==> src/rtl/bch_test_sequencer_if.sv <==
// ----------------------------------------------------------------------------
// bch_test_sequencer_if
// Bundles the request, encoder, decoder and result/statistics signals of the
// BCH(63,56) trial sequencer so they travel as one port.
//
//   master modport : the sequencer side (drives starts, Rn, results, counters)
//   slave modport  : the environment side (stimulus source plus enc/dec engines)
//
// Signals:
//   req_valid/req_ready, m, ne, l1..l3     request handshake and trial fields
//   enc_start, enc_msg, enc_done, enc_cw   encoder start/done handshake
//   dec_start, Rn, dec_done, dec_cw        decoder start/done handshake
//   res_valid, TorF, exp_ok, timeout       per-trial result
//   pass_cnt, fail_cnt, to_cnt, busy       statistics and status
// ----------------------------------------------------------------------------
interface bch_test_sequencer_if #(
    parameter int MSG_W = 32,
    parameter int CNT_W = 16
);
    logic             req_valid;
    logic             req_ready;
    logic [MSG_W-1:0] m;
    logic [1:0]       ne;
    logic [6:0]       l1;
    logic [6:0]       l2;
    logic [6:0]       l3;

    logic             enc_start;
    logic [55:0]      enc_msg;
    logic             enc_done;
    logic [62:0]      enc_cw;

    logic             dec_start;
    logic [62:0]      Rn;
    logic             dec_done;
    logic [62:0]      dec_cw;

    logic             res_valid;
    logic             TorF;
    logic             exp_ok;
    logic             timeout;
    logic [CNT_W-1:0] pass_cnt;
    logic [CNT_W-1:0] fail_cnt;
    logic [CNT_W-1:0] to_cnt;
    logic             busy;

    modport master (
        input  req_valid, m, ne, l1, l2, l3,
        input  enc_done, enc_cw, dec_done, dec_cw,
        output req_ready, enc_start, enc_msg, dec_start, Rn,
        output res_valid, TorF, exp_ok, timeout,
        output pass_cnt, fail_cnt, to_cnt, busy
    );

    modport slave (
        output req_valid, m, ne, l1, l2, l3,
        output enc_done, enc_cw, dec_done, dec_cw,
        input  req_ready, enc_start, enc_msg, dec_start, Rn,
        input  res_valid, TorF, exp_ok, timeout,
        input  pass_cnt, fail_cnt, to_cnt, busy
    );
endinterface

==> src/rtl/bch_test_sequencer.sv <==
// ----------------------------------------------------------------------------
// bch_test_sequencer
// Runs one BCH(63,56) encode / error-inject / decode trial per accepted
// request: starts the encoder, flips up to three codeword bits to build Rn,
// starts the decoder, compares the corrected word with the clean codeword and
// keeps saturating pass/fail/timeout statistics.
//
// Ports:
//   clk   rising-edge clock
//   rst   asynchronous active-high reset
//   bus   bch_test_sequencer_if.master (request, encoder, decoder, results)
//
// Parameters:
//   MSG_W    user message width, zero-extended to the 56-bit BCH message
//   TIMEOUT  cycles allowed for enc_done / dec_done before the trial aborts
//   CNT_W    width of the saturating statistics counters
// ----------------------------------------------------------------------------
module bch_test_sequencer #(
    parameter int MSG_W   = 32,
    parameter int TIMEOUT = 1024,
    parameter int CNT_W   = 16
) (
    input logic                  clk,
    input logic                  rst,
    bch_test_sequencer_if.master bus
);

    typedef enum logic [2:0] {
        IDLE,
        WAIT_ENC,
        INJECT,
        WAIT_DEC,
        DONE
    } state_t;

    localparam int WAIT_W = $clog2(TIMEOUT + 1);

    state_t           state;
    state_t           next_state;
    logic [WAIT_W-1:0] wait_cnt;
    logic             wait_expired;
    logic             finish;
    logic             aborted;
    logic             match;

    logic [1:0]       ne_q;
    logic [6:0]       l1_q;
    logic [6:0]       l2_q;
    logic [6:0]       l3_q;
    logic [62:0]      cw_ref;
    logic [62:0]      flip_mask;
    logic [62:0]      rn_q;
    logic [1:0]       eff_ne;
    logic [55:0]      enc_msg_q;

    logic             enc_start_q;
    logic             dec_start_q;
    logic             res_valid_q;
    logic             torf_q;
    logic             exp_ok_q;
    logic             timeout_q;
    logic             busy_q;
    logic [CNT_W-1:0] pass_q;
    logic [CNT_W-1:0] fail_q;
    logic [CNT_W-1:0] to_q;

    // The wait counter holds the number of cycles already spent in the current
    // wait state, so the trial aborts on the TIMEOUT-th cycle without a done.
    assign wait_expired = (wait_cnt == WAIT_W'(TIMEOUT - 1));

    // A trial finishes whenever the FSM is about to enter DONE; it counts as a
    // normal completion only when the decoder answered in WAIT_DEC.
    assign finish  = (next_state == DONE);
    assign aborted = !((state == WAIT_DEC) && bus.dec_done);
    assign match   = (bus.dec_cw == cw_ref);

    // State register.
    always_ff @(posedge clk or posedge rst) begin
        if (rst) begin
            state <= IDLE;
        end else begin
            state <= next_state;
        end
    end

    // Next-state logic. A done pulse beats a timeout in the same cycle, and
    // done pulses seen in states that are not waiting for them are ignored.
    always_comb begin
        next_state = state;
        case (state)
            IDLE:     if (bus.req_valid) next_state = WAIT_ENC;
            WAIT_ENC: begin
                if (bus.enc_done)      next_state = INJECT;
                else if (wait_expired) next_state = DONE;
            end
            INJECT:   next_state = WAIT_DEC;
            WAIT_DEC: begin
                if (bus.dec_done)      next_state = DONE;
                else if (wait_expired) next_state = DONE;
            end
            DONE:     next_state = IDLE;
            default:  next_state = IDLE;
        endcase
    end

    // Error mask built from the latched request. Each active location flips
    // one bit counted from the MSB side; locations past 62 fall off the word,
    // and repeated locations toggle the same bit back, cancelling out.
    always_comb begin
        flip_mask = '0;
        if (ne_q >= 2'd1 && l1_q <= 7'd62) flip_mask = flip_mask ^ (63'd1 << (7'd62 - l1_q));
        if (ne_q >= 2'd2 && l2_q <= 7'd62) flip_mask = flip_mask ^ (63'd1 << (7'd62 - l2_q));
        if (ne_q >= 2'd3 && l3_q <= 7'd62) flip_mask = flip_mask ^ (63'd1 << (7'd62 - l3_q));
    end

    // Datapath and registered outputs. Start and result pulses default low
    // every cycle; the result fields and counters update on the edge that
    // enters DONE so they are already valid while res_valid is high.
    always_ff @(posedge clk or posedge rst) begin
        if (rst) begin
            wait_cnt    <= '0;
            ne_q        <= '0;
            l1_q        <= '0;
            l2_q        <= '0;
            l3_q        <= '0;
            cw_ref      <= '0;
            rn_q        <= '0;
            eff_ne      <= '0;
            enc_msg_q   <= '0;
            enc_start_q <= 1'b0;
            dec_start_q <= 1'b0;
            res_valid_q <= 1'b0;
            torf_q      <= 1'b0;
            exp_ok_q    <= 1'b0;
            timeout_q   <= 1'b0;
            busy_q      <= 1'b0;
            pass_q      <= '0;
            fail_q      <= '0;
            to_q        <= '0;
        end else begin
            enc_start_q <= 1'b0;
            dec_start_q <= 1'b0;
            res_valid_q <= 1'b0;
            busy_q      <= (next_state != IDLE);

            if ((next_state == state) && (state == WAIT_ENC || state == WAIT_DEC)) begin
                wait_cnt <= wait_cnt + WAIT_W'(1);
            end else begin
                wait_cnt <= '0;
            end

            case (state)
                IDLE: begin
                    if (bus.req_valid) begin
                        ne_q        <= bus.ne;
                        l1_q        <= bus.l1;
                        l2_q        <= bus.l2;
                        l3_q        <= bus.l3;
                        enc_msg_q   <= 56'(bus.m);
                        enc_start_q <= 1'b1;
                    end
                end
                WAIT_ENC: begin
                    if (bus.enc_done) cw_ref <= bus.enc_cw;
                end
                INJECT: begin
                    rn_q        <= cw_ref ^ flip_mask;
                    eff_ne      <= 2'($countones(flip_mask));
                    dec_start_q <= 1'b1;
                end
                default: begin
                end
            endcase

            if (finish) begin
                res_valid_q <= 1'b1;
                timeout_q   <= aborted;
                if (aborted) begin
                    torf_q   <= 1'b0;
                    exp_ok_q <= 1'b0;
                    if (to_q != '1) to_q <= to_q + CNT_W'(1);
                end else begin
                    torf_q   <= match;
                    exp_ok_q <= (match == (eff_ne <= 2'd1));
                    if (match) begin
                        if (pass_q != '1) pass_q <= pass_q + CNT_W'(1);
                    end else begin
                        if (fail_q != '1) fail_q <= fail_q + CNT_W'(1);
                    end
                end
            end
        end
    end

    assign bus.req_ready = (state == IDLE);
    assign bus.enc_start = enc_start_q;
    assign bus.enc_msg   = enc_msg_q;
    assign bus.dec_start = dec_start_q;
    assign bus.Rn        = rn_q;
    assign bus.res_valid = res_valid_q;
    assign bus.TorF      = torf_q;
    assign bus.exp_ok    = exp_ok_q;
    assign bus.timeout   = timeout_q;
    assign bus.pass_cnt  = pass_q;
    assign bus.fail_cnt  = fail_q;
    assign bus.to_cnt    = to_q;
    assign bus.busy      = busy_q;

endmodule
==> src/flat_wrapper.sv <==
// flat-port wrapper written by rule: the top's interface ports become plain ports
module bch_test_sequencer_flat 
#(
    parameter int MSG_W   = 32,
    parameter int TIMEOUT = 1024,
    parameter int CNT_W   = 16
)
  (clk, rst, bus_req_valid, bus_m, bus_ne, bus_l1, bus_l2, bus_l3, bus_enc_done, bus_enc_cw, bus_dec_done, bus_dec_cw, bus_req_ready, bus_enc_start, bus_enc_msg, bus_dec_start, bus_Rn, bus_res_valid, bus_TorF, bus_exp_ok, bus_timeout, bus_pass_cnt, bus_fail_cnt, bus_to_cnt, bus_busy);
  bch_test_sequencer_if #(.MSG_W(MSG_W), .CNT_W(CNT_W)) bus_i ();
  input logic clk;
  input logic rst;
  input wire logic [$bits(bus_i.req_valid)-1:0] bus_req_valid;
  input wire logic [$bits(bus_i.m)-1:0] bus_m;
  input wire logic [$bits(bus_i.ne)-1:0] bus_ne;
  input wire logic [$bits(bus_i.l1)-1:0] bus_l1;
  input wire logic [$bits(bus_i.l2)-1:0] bus_l2;
  input wire logic [$bits(bus_i.l3)-1:0] bus_l3;
  input wire logic [$bits(bus_i.enc_done)-1:0] bus_enc_done;
  input wire logic [$bits(bus_i.enc_cw)-1:0] bus_enc_cw;
  input wire logic [$bits(bus_i.dec_done)-1:0] bus_dec_done;
  input wire logic [$bits(bus_i.dec_cw)-1:0] bus_dec_cw;
  output wire logic [$bits(bus_i.req_ready)-1:0] bus_req_ready;
  output wire logic [$bits(bus_i.enc_start)-1:0] bus_enc_start;
  output wire logic [$bits(bus_i.enc_msg)-1:0] bus_enc_msg;
  output wire logic [$bits(bus_i.dec_start)-1:0] bus_dec_start;
  output wire logic [$bits(bus_i.Rn)-1:0] bus_Rn;
  output wire logic [$bits(bus_i.res_valid)-1:0] bus_res_valid;
  output wire logic [$bits(bus_i.TorF)-1:0] bus_TorF;
  output wire logic [$bits(bus_i.exp_ok)-1:0] bus_exp_ok;
  output wire logic [$bits(bus_i.timeout)-1:0] bus_timeout;
  output wire logic [$bits(bus_i.pass_cnt)-1:0] bus_pass_cnt;
  output wire logic [$bits(bus_i.fail_cnt)-1:0] bus_fail_cnt;
  output wire logic [$bits(bus_i.to_cnt)-1:0] bus_to_cnt;
  output wire logic [$bits(bus_i.busy)-1:0] bus_busy;
  assign bus_i.req_valid = bus_req_valid;
  assign bus_i.m = bus_m;
  assign bus_i.ne = bus_ne;
  assign bus_i.l1 = bus_l1;
  assign bus_i.l2 = bus_l2;
  assign bus_i.l3 = bus_l3;
  assign bus_i.enc_done = bus_enc_done;
  assign bus_i.enc_cw = bus_enc_cw;
  assign bus_i.dec_done = bus_dec_done;
  assign bus_i.dec_cw = bus_dec_cw;
  assign bus_req_ready = bus_i.req_ready;
  assign bus_enc_start = bus_i.enc_start;
  assign bus_enc_msg = bus_i.enc_msg;
  assign bus_dec_start = bus_i.dec_start;
  assign bus_Rn = bus_i.Rn;
  assign bus_res_valid = bus_i.res_valid;
  assign bus_TorF = bus_i.TorF;
  assign bus_exp_ok = bus_i.exp_ok;
  assign bus_timeout = bus_i.timeout;
  assign bus_pass_cnt = bus_i.pass_cnt;
  assign bus_fail_cnt = bus_i.fail_cnt;
  assign bus_to_cnt = bus_i.to_cnt;
  assign bus_busy = bus_i.busy;
  bch_test_sequencer #(.MSG_W(MSG_W), .TIMEOUT(TIMEOUT), .CNT_W(CNT_W)) u_core (.clk(clk), .rst(rst), .bus(bus_i));
endmodule
==> config.mk <==
export PLATFORM = sky130hd
export DESIGN_NAME = bch_test_sequencer_flat
export DESIGN_NICKNAME = d
export VERILOG_FILES = /design/src/rtl/bch_test_sequencer_if.sv /design/src/rtl/bch_test_sequencer.sv /design/src/flat_wrapper.sv
export SDC_FILE = /design/constraint.sdc
export NUM_CORES = 1
export LEC_CHECK = 0
export CAP_MARGIN = 10
export CORE_MARGIN = 3
export CORE_UTILIZATION = 46
export DETAILED_ROUTE_END_ITERATION = 16
export HOLD_SLACK_MARGIN = 0.03
export PLACE_DENSITY = 0.78
export SETUP_SLACK_MARGIN = 0.02
export SLEW_MARGIN = 20
export SYNTH_ARGS = -nofsm -noshare
export SYNTH_HDL_FRONTEND = slang
export SYNTH_SLANG_ARGS = --single-unit
==> constraint.sdc <==
create_clock -name clk -period 7.85 [get_ports clk]
set_input_delay 1.57 -clock clk [delete_from_list [all_inputs] [get_ports clk]]
set_output_delay 1.57 -clock clk [all_outputs]
set_load 0.05 [all_outputs]
==> impl_results.md, run 1 <==
* Mux contribution to synthesized area at 9.31%
* Die area at around 37000 um^2
* HP Class: reg -> reg
* Max FO, Critical Path at 4
* Avg Vias per Cell at around 5.5
* Initial Util at 47.1%
* Fin area at 22100 um^2
* DRC at 0
* Pwr/cell area at 401 nW/um^2
* Util after Layout at 65.5%
* Fmax at between 0.1 and 0.15 GHz
* Avg Cell Area, Syn at between 10 and 15 um^2
* Met1 wire length at 24100 um
* Fill count at 2698
* Final Max Tran Viols at 0
* Vias in the first global route at 13800
* Pre-Repair DR Iteration Count at 5
* Die Ht at between 150 and 200 um
* Final antenna-violating net count at 0
* Compound-cell area share of the yosys netlist at 2.38%
* Crit. End Element: flop
* Top FF cell, synth: dfrtp_1
* CTS Buffer Depth at 3
* Clock root cell: clkbuf_16
* Top sig layer: met4
* Worst setup path start: u_core.l2_q[0]$_DFFE_PP0P_
* Global-route wire length before repair at between 80000 and 90000 um
* WS Path Type: reg -> reg
* Leak at 8.93 nW
* Fraction of layout cells with a size suffix above 1 at 21.6%
* Hold buffer count at CTS at 0
* Adder-cell share of the synthesized area at under 10%
* Post-synthesis sequential area ratio at 39.5%
* Per-cell routed wire length at 23.3 um
* Metal3 WL at between 3000 and 4000 um
* CTS tree: yes
* Yosys warns at 0
* Horiz. Die Dim at 192 um
* Endpoints failing setup at 0
* Slew headroom at 38.8%
* Async set-reset flop share out of synthesis at 100%
* Maxcap violations at 0
* Maximum vdd ir drop at 0.274 mV
* Mapped cell area at 15900 um^2
* Antenna violations before repair at 0
* # clock sinks at 251
* Unrepaired setup endpoints after global routing: yes
* Vias at 13400
* Fin nets at approximately 2200
* Met2 WL at 26500 um
* Min Hold Slack at 0.497 ns
* IO Pins at 361
* I/O Buffers at 336
* Core Region at approximately 34000 um^2
* CTS Buf Count at 29
* Period utilization at between 90% and 100%
* Status: complete, no violations
* Largest net degree at the start of global routing at 160
* Worst reg2reg startpoint: u_core.l2_q[0]$_DFFE_PP0P_
* DP Area at just over 20000 um^2
* Syn Inst Count at 1503
* Yosys cell types at 62
* Layout area overhead at 39.1%
* Arrival @ worst endpoint at 8.01 ns
* # rows at 67
* Final WS setup at 0.250 ns
* Detailed router's first-iteration violation count at 982
* HP Start: u_core.wait_cnt[9]$_DFF_PP0_
* Final Skew at 0.0300 ns
* Worst EP required at 8.25 ns
* Worst-Margin Slew at 0.918 ns
* Min cycle time layout at about 7.6 ns
* Post-synthesis register bit count at about 250
* Number of synthesized flops with an enable pin at 0
* Final hold vios at 0
* Simple-gate share of the synthesized area at 18.0%
* Largest family of logic cells by synthesized area: XOR/XNOR gates
* Critical path startpoint category: flop
* Xor/xnor cell area share of the yosys netlist at 22.5%
* Post-Route WL at about 57000 um
* Clk pin slew, worst setup/hold paths at 0.06 ns
* Clk_lat worst skew at 0.58 ns
* H-tree depth at 1
* Post-DP HPWL at approximately 46000 um
* DP Worst Slack at -0.0188 ns
* # diodes at 0
* RePlAce Congestion at 0.963
* GRT Resource Usage Total at 30.3%
* Total grt overflow at 0
## cell families (layout without fill, tap and decap cells)
logic type      after synthesis  after routing
flops                       251            251
simple gates                519            519
compound gates               69             69
mux                         132            132
fa+ha+maj                    39             39
buf+inv                     125            593
xor+xnor                    367            367
other cells                   1             24
## per-stage QoR
stage | setup TNS, ns | total power [W] | cells
2_1_floorplan | 0 | 0.00552 | 1526
3_3_place_gp | -0.0131 | 0.00734 | 2377
3_5_place_dp | -0.0188 | 0.00740 | 2377
4_1_cts | 0 | 0.00875 | 2431
5_1_grt | -0.00906 | 0.00934 | 2442
6_report | 0 | 0.00888 | 2442
## worst paths after layout
| kind | cells after the start | to | slack (ns) |
|---|---|---|---|
| min reg2reg | 1 | u_core.wait_cnt[10]$_DFF_PP0_ | 0.50 |
| max in group asynchronous | 3 | u_core.ne_q[1]$_DFFE_PP0P_ | 5.05 |
| min in group asynchronous | 2 | u_core.bus.Rn[13]$_DFFE_PP0P_ | 1.47 |
| max reg2reg | 25 | u_core.eff_ne[1]$_DFFE_PP0P_ | 0.25 |
| min | 1 | u_core.wait_cnt[10]$_DFF_PP0_ | 0.50 |
| max | 25 | u_core.eff_ne[1]$_DFFE_PP0P_ | 0.25 |
## cells in the mapped netlist, types with 26 or more instances
cell type	instances	share of area [%]
dfrtp_1	251	39
xnor2_1	246	14
nor2_1	133	3.1
mux2_2	128	9.1
xor2_1	94	5.2
nor3_1	64	2.0
a21oi_1	57	1.8
nand2_1	56	1.3
nand4_1	56	2.2
clkbuf_1	48	1.1
nand3_1	47	1.5
fa_1	31	3.9
and3_1	27	1.1
inv_1	26	0.61
## report_power, final
group	internal, W	switching (W)
Combinational	0.00221	0.00297
Clock	0.000747	0.000546
Sequential	0.00183	0.000579
Total	0.00479	0.00409
## final cells by class
cell class / count / area, um^2 / area share (%)
Clock buffer: 46 / 860 / 3.89
Clock inverter: 7 / 45.0 / 0.204
Inverter: 26 / 101 / 0.458
Multi-Input combinational cell: 1150 / 9490 / 42.9
Sequential cell: 251 / 6280 / 28.4
Tap cell: 448 / 561 / 2.53
Timing Repair Buffer: 514 / 4780 / 21.6
## critical path, stage by stage, from the launching register on
cell,delay [ns]
dfrtp_1,0.38
and2_4,0.18
ha_4,0.25
buf_6,0.13
or4bb_4,0.57
nor3_4,0.21
xnor2_1,0.10
buf_4,0.16
xor2_2,0.18
fa_1,0.52
fa_1,0.58
fa_1,0.45
fa_1,0.51
fa_1,0.44
fa_1,0.51
inv_2,0.04
fa_1,0.46
fa_1,0.49
inv_1,0.05
fa_2,0.35
xnor2_2,0.15
xnor2_1,0.19
xnor2_1,0.17
xnor2_1,0.16
xnor2_1,0.14
a21oi_1,0.08
## layout by cell type (no fill, tap or decap), drive strengths merged, types with 9 or more instances in the layout
cell type / netlist / final
fa: 31 / 31
nand3: 49 / 49
nand4: 58 / 58
clkdlybuf4s50: 0 / 336
a21oi: 58 / 58
xor2: 94 / 94
conb: 1 / 24
nand3b: 10 / 10
nand4b: 9 / 9
and3: 27 / 27
nor4: 25 / 25
nor4b: 9 / 9
xnor2: 249 / 249
clkbuf: 49 / 47
mux2: 128 / 128
nor3: 66 / 66
xor3: 13 / 13
buf: 50 / 177
inv: 26 / 27
nand2: 56 / 56
nand2b: 14 / 14
dfrtp: 251 / 251
nor2: 134 / 134
xnor3: 11 / 11
nor3b: 9 / 9
## registers in the layout, summed over array words and instances (netlist names), 2 cells and up
name and cells:
u_core.bus.Rn 63, u_core.cw_ref 63, u_core.bus.enc_msg 32, u_core.bus.fail_cnt 16, u_core.bus.pass_cnt 16, u_core.bus.to_cnt 16, u_core.wait_cnt 11, u_core.l1_q 7
u_core.l2_q 7, u_core.l3_q 7, u_core.state 3, u_core.ne_q 2
## routing by layer
metal | vias to the layer above | GRT usage (%)
met5 | - | 0
met4 | 0 | 9.74
met3 | 120 | 5.09
met2 | 536 | 49.8
met1 | 6654 | 41.0
li1 | 6046 | -
## what timing repair did
action / in CTS / in global routing
buffers inserted: 1 / 12
endpoints found under the setup margin: 1 / 1
pin swaps: 1 / 52
gates resized for setup: 5 / 64
hold endpoints to repair: 0 / 0
(Power assumes the default switching activity.)
==> run 2, diff against run 1 <==
- CORE_UTILIZATION: 46 -> 32
- PLACE_DENSITY: 0.78 -> 0.58
==> impl_results.md, run 2 (synthesis results as in run 1) <==
* Fin area at 22700 um^2 (was 22100 um^2)
* Slew headroom at 37.1% (was 38.8%)
* CTS Buf Count at 30 (was 29)
* Most frequent cells in the layout: clkdlybuf4s50_1 (336), dfrtp_1 (248), xnor2_1 (236) (was clkdlybuf4s50_1 (336), dfrtp_1 (249), xnor2_1 (234))
* Global-route wire length before repair at 87100 um (was 83900 um)
* Crit. End Element: flop (unchanged)
* H-tree depth at 1 (unchanged)
* Period utilization at 97.1% (was 96.8%)
* Final Max Tran Viols at 0 (unchanged)
* Per-cell routed wire length at 22.0 um (was 23.3 um)
* DP Area at 21200 um^2 (was 20700 um^2)
* HP Class: reg -> reg (unchanged)
* Worst setup path start: u_core.l2_q[1]$_DFFE_PP0P_ (was u_core.l2_q[0]$_DFFE_PP0P_)
* I/O Buffers at 336 (unchanged)
* DRC at 0 (unchanged)
* Final Skew at 0.0142 ns (was 0.0300 ns)
* Post-DP HPWL at 47500 um (was 45500 um)
* Vias in the first global route at 13400 (was 13800)
* Core Region at 49100 um^2 (was 33800 um^2)
* Critical Path Sink: u_core.eff_ne[1]$_DFFE_PP0P_ (unchanged)
* Clock network power share at 17.0% (was 14.6%)
* Worst-Margin Slew at 0.944 ns (was 0.918 ns)
* Final Non-Filler Cells at 2682 (was 2442)
* Final hold vios at 0 (unchanged)
* IO Pins at 361 (unchanged)
* Post-Route WL at 59100 um (was 56800 um)
* Reg2reg setup slack at 0.23 ns (was 0.25 ns)
* Fmax at 0.131 GHz (was 0.132 GHz)
* Die Ht at 229 um (was 192 um)
* Detailed router's first-iteration violation count at 868 (was 982)
* Clk_lat worst skew at 0.59 ns (was 0.58 ns)
* Flop pwr share at 26.2% (was 27.1%)
* Combinational power share at 56.8% (was 58.3%)
* Fill count at 4696 (was 2698)
* Max FO, Critical Path at 5 (was 4)
* Final WS setup at 0.225 ns (was 0.250 ns)
* Pwr Total at 0.00917 W (was 0.00888 W)
* Worst reg2reg startpoint: u_core.l2_q[1]$_DFFE_PP0P_ (was u_core.l2_q[0]$_DFFE_PP0P_)
* Placed cells at 2616 (was 2377)
* RePlAce Congestion at 0.944 (was 0.963)
* Critical R2R Capture: u_core.eff_ne[1]$_DFFE_PP0P_ (unchanged)
* Arrival @ worst endpoint at 8.05 ns (was 8.01 ns)
* Fraction of layout cells with a size suffix above 1 at 22.4% (was 21.6%)
* Commonest non-fill, non-tap cell in the layout: clkdlybuf4s50_1 (unchanged)
* Pwr/cell area at 405 nW/um^2 (was 401 nW/um^2)
* Vias at 13100 (was 13400)
* Pre-Repair DR Iteration Count at 6 (was 5)
* Endpoints failing setup at 0 (unchanged)
* # clock sinks at 251 (unchanged)
* # rows at 81 (was 67)
* Min cycle time layout at 7.62 ns (was 7.60 ns)
* WS Path Type: reg -> reg (unchanged)
* Status: complete, no violations (unchanged)
* CTS tree: yes (unchanged)
* Maximum vdd ir drop at 0.228 mV (was 0.274 mV)
* Initial Util at 32.4% (was 47.1%)
* Total grt overflow at 0 (unchanged)
* Int Pwr at 0.00505 W (was 0.00479 W)
* Horiz. Die Dim at 229 um (was 192 um)
* Net switching power at 0.00413 W (was 0.00409 W)
* Worst EP required at 8.28 ns (was 8.25 ns)
* Layout area overhead at 42.4% (was 39.1%)
* Reg2Reg Depth at 25 (unchanged)
* DP Worst Slack at -0.147 ns (was -0.0188 ns)
* Final antenna-violating net count at 0 (unchanged)
* Critical path startpoint category: flop (unchanged)
* Leak at 9.07 nW (was 8.93 nW)
* Hold buffer count at CTS at 0 (unchanged)
* Fin nets at 2218 (was 2197)
* Maxcap violations at 0 (unchanged)
* Antenna violations before repair at 2 (was 0)
* Avg Vias per Cell at 4.88 (was 5.47)
* Largest net degree at the start of global routing at 113 (was 160)
* Clock root cell: clkbuf_16 (unchanged)
* Sw frac at 45.0% (was 46.1%)
* Die area at 52400 um^2 (was 36800 um^2)
* GRT Resource Usage Total at 21.9% (was 30.3%)
* Setup TNS Final at 0 ns (unchanged)
* Unrepaired setup endpoints after global routing: yes (unchanged)
* CTS Buffer Depth at 3 (unchanged)
* Clk pin slew, worst setup/hold paths at 0.06 ns (about the same)
==> run 2: what timing repair did <==
item,in CTS,in global routing
buffers inserted,1,8
pin swaps,1,22
setup endpoints to repair,1,1
resized for setup,8,46
hold endpoints to repair,0,0
==> run 2: area by class of cell <==
type | instances | area (um^2) | area share, %
antenna | 1 | 2.50 | 0.0110
clock buffer | 35 | 800 | 3.53
multi-input combinational | 1150 | 9390 | 41.5
clock inverter | 21 | 320 | 1.41
tap | 664 | 831 | 3.67
timing repair buffer | 534 | 4920 | 21.7
sequential | 251 | 6280 | 27.7
inverter | 26 | 101 | 0.447
==> run 2: per-layer routing <==
metal	vias to the layer above	track usage (%)	wire [um]
met5	-	0	0
met4	0	5.31	1610
met3	77	4.00	3650
met2	399	36.0	27900
met1	6525	30.0	26000
li1	6096	-	-
==> run 2: power groups by stage <==
stage                     Sequential, W  Clock (W)  Combinational [W]
after detailed placement        0.00242          0            0.00508
after global routing            0.00247    0.00166            0.00555
after global placement          0.00240          0            0.00507
final                           0.00240    0.00156            0.00521
after CTS                       0.00240    0.00161            0.00512
after floorplan                 0.00318          0            0.00234
==> run 2: worst max-delay path: stages (launching register included) <==
cell,delay (ns)
dfrtp_1,0.38
and2_4,0.18
ha_4,0.25
buf_4,0.15
or4bb_4,0.57
nor3_4,0.18
xnor2_1,0.09
buf_4,0.16
xor2_2,0.18
fa_1,0.50
fa_1,0.58
fa_1,0.47
fa_1,0.54
fa_1,0.44
fa_1,0.49
inv_1,0.05
fa_1,0.47
fa_1,0.53
inv_2,0.04
fa_2,0.36
xnor2_2,0.16
xnor2_2,0.14
xnor2_1,0.17
xnor2_1,0.15
xnor2_1,0.14
a21oi_1,0.09
==> run 2: how the worst min path moves through the flow <==
stage / from / cells past startpoint / endpoint / slack (ns)
after detailed placement: u_core.wait_cnt[9]$_DFF_PP0_ / 1 / u_core.wait_cnt[10]$_DFF_PP0_ / 0.47
after global routing: u_core.wait_cnt[0]$_DFF_PP0_ / 1 / u_core.wait_cnt[0]$_DFF_PP0_ / 0.50
after global placement: u_core.wait_cnt[9]$_DFF_PP0_ / 1 / u_core.wait_cnt[10]$_DFF_PP0_ / 0.46
after CTS: u_core.wait_cnt[9]$_DFF_PP0_ / 1 / u_core.wait_cnt[10]$_DFF_PP0_ / 0.48
final: u_core.wait_cnt[0]$_DFF_PP0_ / 1 / u_core.wait_cnt[0]$_DFF_PP0_ / 0.48
after floorplan: u_core.wait_cnt[0]$_DFF_PP0_ / 1 / u_core.wait_cnt[0]$_DFF_PP0_ / 0.45
==> run 2: per-stage QoR <==
| step | hold WS (ns) | util, % |
|---|---|---|
| 6_report | 0.481 | 46.2 |
| 2_1_floorplan | 0.448 | - |
| 3_5_place_dp | 0.472 | 43.2 |
| 4_1_cts | 0.482 | 45.6 |
| 5_1_grt | 0.503 | 46.2 |
| 3_3_place_gp | 0.458 | 43.2 |
==> run 3, diff against run 2 <==
- clock period: 7.85 -> 6.8 ns (I/O delays scaled with it)
==> impl_results.md, run 3 (synthesis results as in run 1) <==
* Clk_lat worst skew at 0.58 ns (was 0.59 ns)
* Top delay family on crit path: adder cells (unchanged)
* Detailed router's first-iteration violation count at 812 (was 868)
* Most frequent cells in the layout: clkdlybuf4s50_1 (336), buf_4 (326), dfrtp_1 (248) (was clkdlybuf4s50_1 (336), dfrtp_1 (248), xnor2_1 (236))
* Maxcap violations at 0 (unchanged)
* Layer with the highest usage: met2 (unchanged)
* Unrepaired setup endpoints after global routing: yes (unchanged)
* Util after Layout at 48.0% (was 46.2%)
* Per-cell routed wire length at 21.6 um (was 22.0 um)
* H-tree depth at 1 (unchanged)
* Layout area overhead at 48.0% (was 42.4%)
* Hold buffer count at CTS at 0 (unchanged)
* WS Path Type: reg -> reg (unchanged)
* Antenna violations before repair at 1 (was 2)
* Core Region at 49100 um^2 (unchanged)
* Endpoints failing setup at 1 (was 0)
* Period utilization at 109% (was 97.1%)
* Die Ht at 229 um (unchanged)
* GRT Resource Usage Total at 22.6% (was 21.9%)
* Final antenna-violating net count at 0 (unchanged)
* Global Route met3 Usage at 4.66% (was 4.00%)
* Fraction of layout cells with a size suffix above 1 at 27.2% (was 22.4%)
* Vias at 13400 (was 13100)
* Reg2reg setup slack at -0.61 ns (was 0.23 ns)
* Final WS setup at -0.609 ns (was 0.225 ns)
* Routing usage on met1 at 30.3% (was 30.0%)
* Hold Path Cell Cnt at 1 (unchanged)
* Horiz. Die Dim at 229 um (unchanged)
* Leak at 9.68 nW (was 9.07 nW)
* Commonest non-fill, non-tap cell in the layout: clkdlybuf4s50_1 (unchanged)
* Avg Vias per Cell at 4.78 (was 4.88)
* CTS tree: yes (unchanged)
* Max FO, Critical Path at 8 (was 5)
* Worst reg2reg startpoint: u_core.ne_q[0]$_DFFE_PP0P_ (was u_core.l2_q[1]$_DFFE_PP0P_)
* Fin area at 23500 um^2 (was 22700 um^2)
* GR Layer Usage met2 at 36.9% (was 36.0%)
* Fin nets at 2349 (was 2218)
* Critical path startpoint category: flop (unchanged)
* HP Class: reg -> reg (unchanged)
* Post-Route WL at 60600 um (was 59100 um)
* IO Pins at 361 (unchanged)
* # rows at 81 (unchanged)
* DP Area at 22200 um^2 (was 21200 um^2)
* DRC at 0 (unchanged)
* CTS Buf Count at 30 (unchanged)
* I/O Buffers at 336 (unchanged)
* Die area at 52400 um^2 (unchanged)
* Vias in the first global route at 13800 (was 13400)
* Min cycle time layout at 7.41 ns (was 7.62 ns)
* Largest net degree at the start of global routing at 169 (was 113)
* Arrival @ worst endpoint at 7.85 ns (was 8.05 ns)
* Total grt overflow at 0 (unchanged)
* CTS Buffer Depth at 3 (unchanged)
* Fill count at 4662 (was 4696)
* Min Hold Slack at 0.488 ns (was 0.481 ns)
* Final hold vios at 0 (unchanged)
* Worst EP required at 7.24 ns (was 8.28 ns)
* Final Max Tran Viols at 0 (unchanged)
* Most frequent cell on the critical path: fa_1 (unchanged)
* Max incr delay on CP at 0.68 ns (was 0.58 ns)
* # diodes at 0 (was 1)
* Final Skew at 0.0144 ns (was 0.0142 ns)
* Reg2Reg Depth at 23 (was 25)
* Crit. End Element: flop (unchanged)
* Status: complete, but fails checks (was complete, no violations)
* Worst Hold Endpoint: u_core.wait_cnt[0]$_DFF_PP0_ (unchanged)
* Post-DP HPWL at 49600 um (was 47500 um)
* HP Start: u_core.wait_cnt[0]$_DFF_PP0_ (unchanged)
* Fmax at 0.135 GHz (was 0.131 GHz)
* Initial Util at 32.4% (unchanged)
* Slowest-stage cell, CP: or4b_2 (was fa_1)
* WP buf/inv at 3 (was 4)
* Critical R2R Capture: u_core.eff_ne[1]$_DFFE_PP0P_ (unchanged)
* Worst-Margin Slew at 1.14 ns (was 0.944 ns)
* Pwr/cell area at 450 nW/um^2 (was 405 nW/um^2)
* Clk pin slew, worst setup/hold paths at 0.06 ns (about the same)
* Pre-Repair DR Iteration Count at 7 (was 6)
* Clock root cell: clkbuf_16 (unchanged)
* # clock sinks at 251 (unchanged)
* Failing checks: negative setup slack
* CP cell instances: o21ba_2 > nand3b_1 > or4b_2 > xnor2_2 > xor2_1 > fa_1 > fa_1 > inv_1 > fa_1 > fa_1 > fa_1 > fa_1 > inv_1 > fa_1 > fa_1 > inv_1 > fa_2 > xnor2_2 > xnor2_2 > xnor2_1 > xnor2_1 > xnor2_1 > a21oi_1
* Slew headroom at 24.2% (was 37.1%)
* Maximum vdd ir drop at 0.353 mV (was 0.228 mV)
* Global-route wire length before repair at 89500 um (was 87100 um)
* RePlAce Congestion at 0.950 (was 0.944)
run 3: changes by cell type in the layout (fill, tap and decap cells not counted), moves of 3 or more:
| cell | change |
|---|---|
| bufinv_16 | -6 |
| nor4b_1 | -4 |
| xor2_1 | -3 |
| buf_4 | +136 |
| xor2_2 | +3 |
| nor4b_4 | +3 |
| clkinvlp_4 | -3 |
| clkinv_4 | +3 |
| xnor2_2 | +3 |
run 3: power by group:
part	total (W)	switching (W)	internal, W
logic	0.00627	0.00348	0.00279
registers	0.00274	0.000631	0.00211
clock network	0.00157	0.000665	0.000903
total	0.0106	0.00478	0.00581
run 3: cell type report:
| type | instances | area [um^2] | share of cell area, % |
|---|---|---|---|
| Inverter | 26 | 101 | 0.431 |
| Clock buffer | 39 | 835 | 3.55 |
| Multi-Input combinational cell | 1150 | 9480 | 40.3 |
| Tap cell | 664 | 831 | 3.53 |
| Timing Repair Buffer | 665 | 5870 | 24.9 |
| Sequential cell | 251 | 6280 | 26.7 |
| Clock inverter | 16 | 131 | 0.558 |
run 3: how the worst max path moves through the flow:
stage	end	start	cells past startpoint
5_1_grt	u_core.eff_ne[1]$_DFFE_PP0P_	u_core.l2_q[1]$_DFFE_PP0P_	26
4_1_cts	u_core.eff_ne[1]$_DFFE_PP0P_	u_core.l2_q[1]$_DFFE_PP0P_	23
3_3_place_gp	u_core.eff_ne[1]$_DFFE_PP0P_	u_core.l1_q[0]$_DFFE_PP0P_	27
2_1_floorplan	u_core.eff_ne[1]$_DFFE_PP0P_	u_core.l2_q[1]$_DFFE_PP0P_	28
6_report	u_core.eff_ne[1]$_DFFE_PP0P_	u_core.ne_q[0]$_DFFE_PP0P_	23
3_5_place_dp	u_core.eff_ne[1]$_DFFE_PP0P_	u_core.l1_q[0]$_DFFE_PP0P_	27
run 3: what timing repair did:
item	in CTS	in global routing
resized for setup	26	14
pin swaps	14	10
setup endpoints to repair	1	1
setup buffers	5	6
run 3: through the flow:
stage / TNS, ns / power (W) / instances / setup WS (ns)
after global routing: -0.961 / 0.0112 / 2811 / -0.961
after global placement: -0.856 / 0.00892 / 2745 / -0.856
after CTS: -0.597 / 0.0106 / 2805 / -0.597
final: -0.609 / 0.0106 / 2811 / -0.609
after floorplan: -0.581 / 0.00642 / 1526 / -0.581
after detailed placement: -0.834 / 0.00895 / 2745 / -0.834
run 3: per-layer routing:
metal,vias to the layer above,part of all wire [%]
met4,2,3.4
li1,6338,-
met2,370,47
met3,87,5.6
met1,6639,44
met5,-,0.012
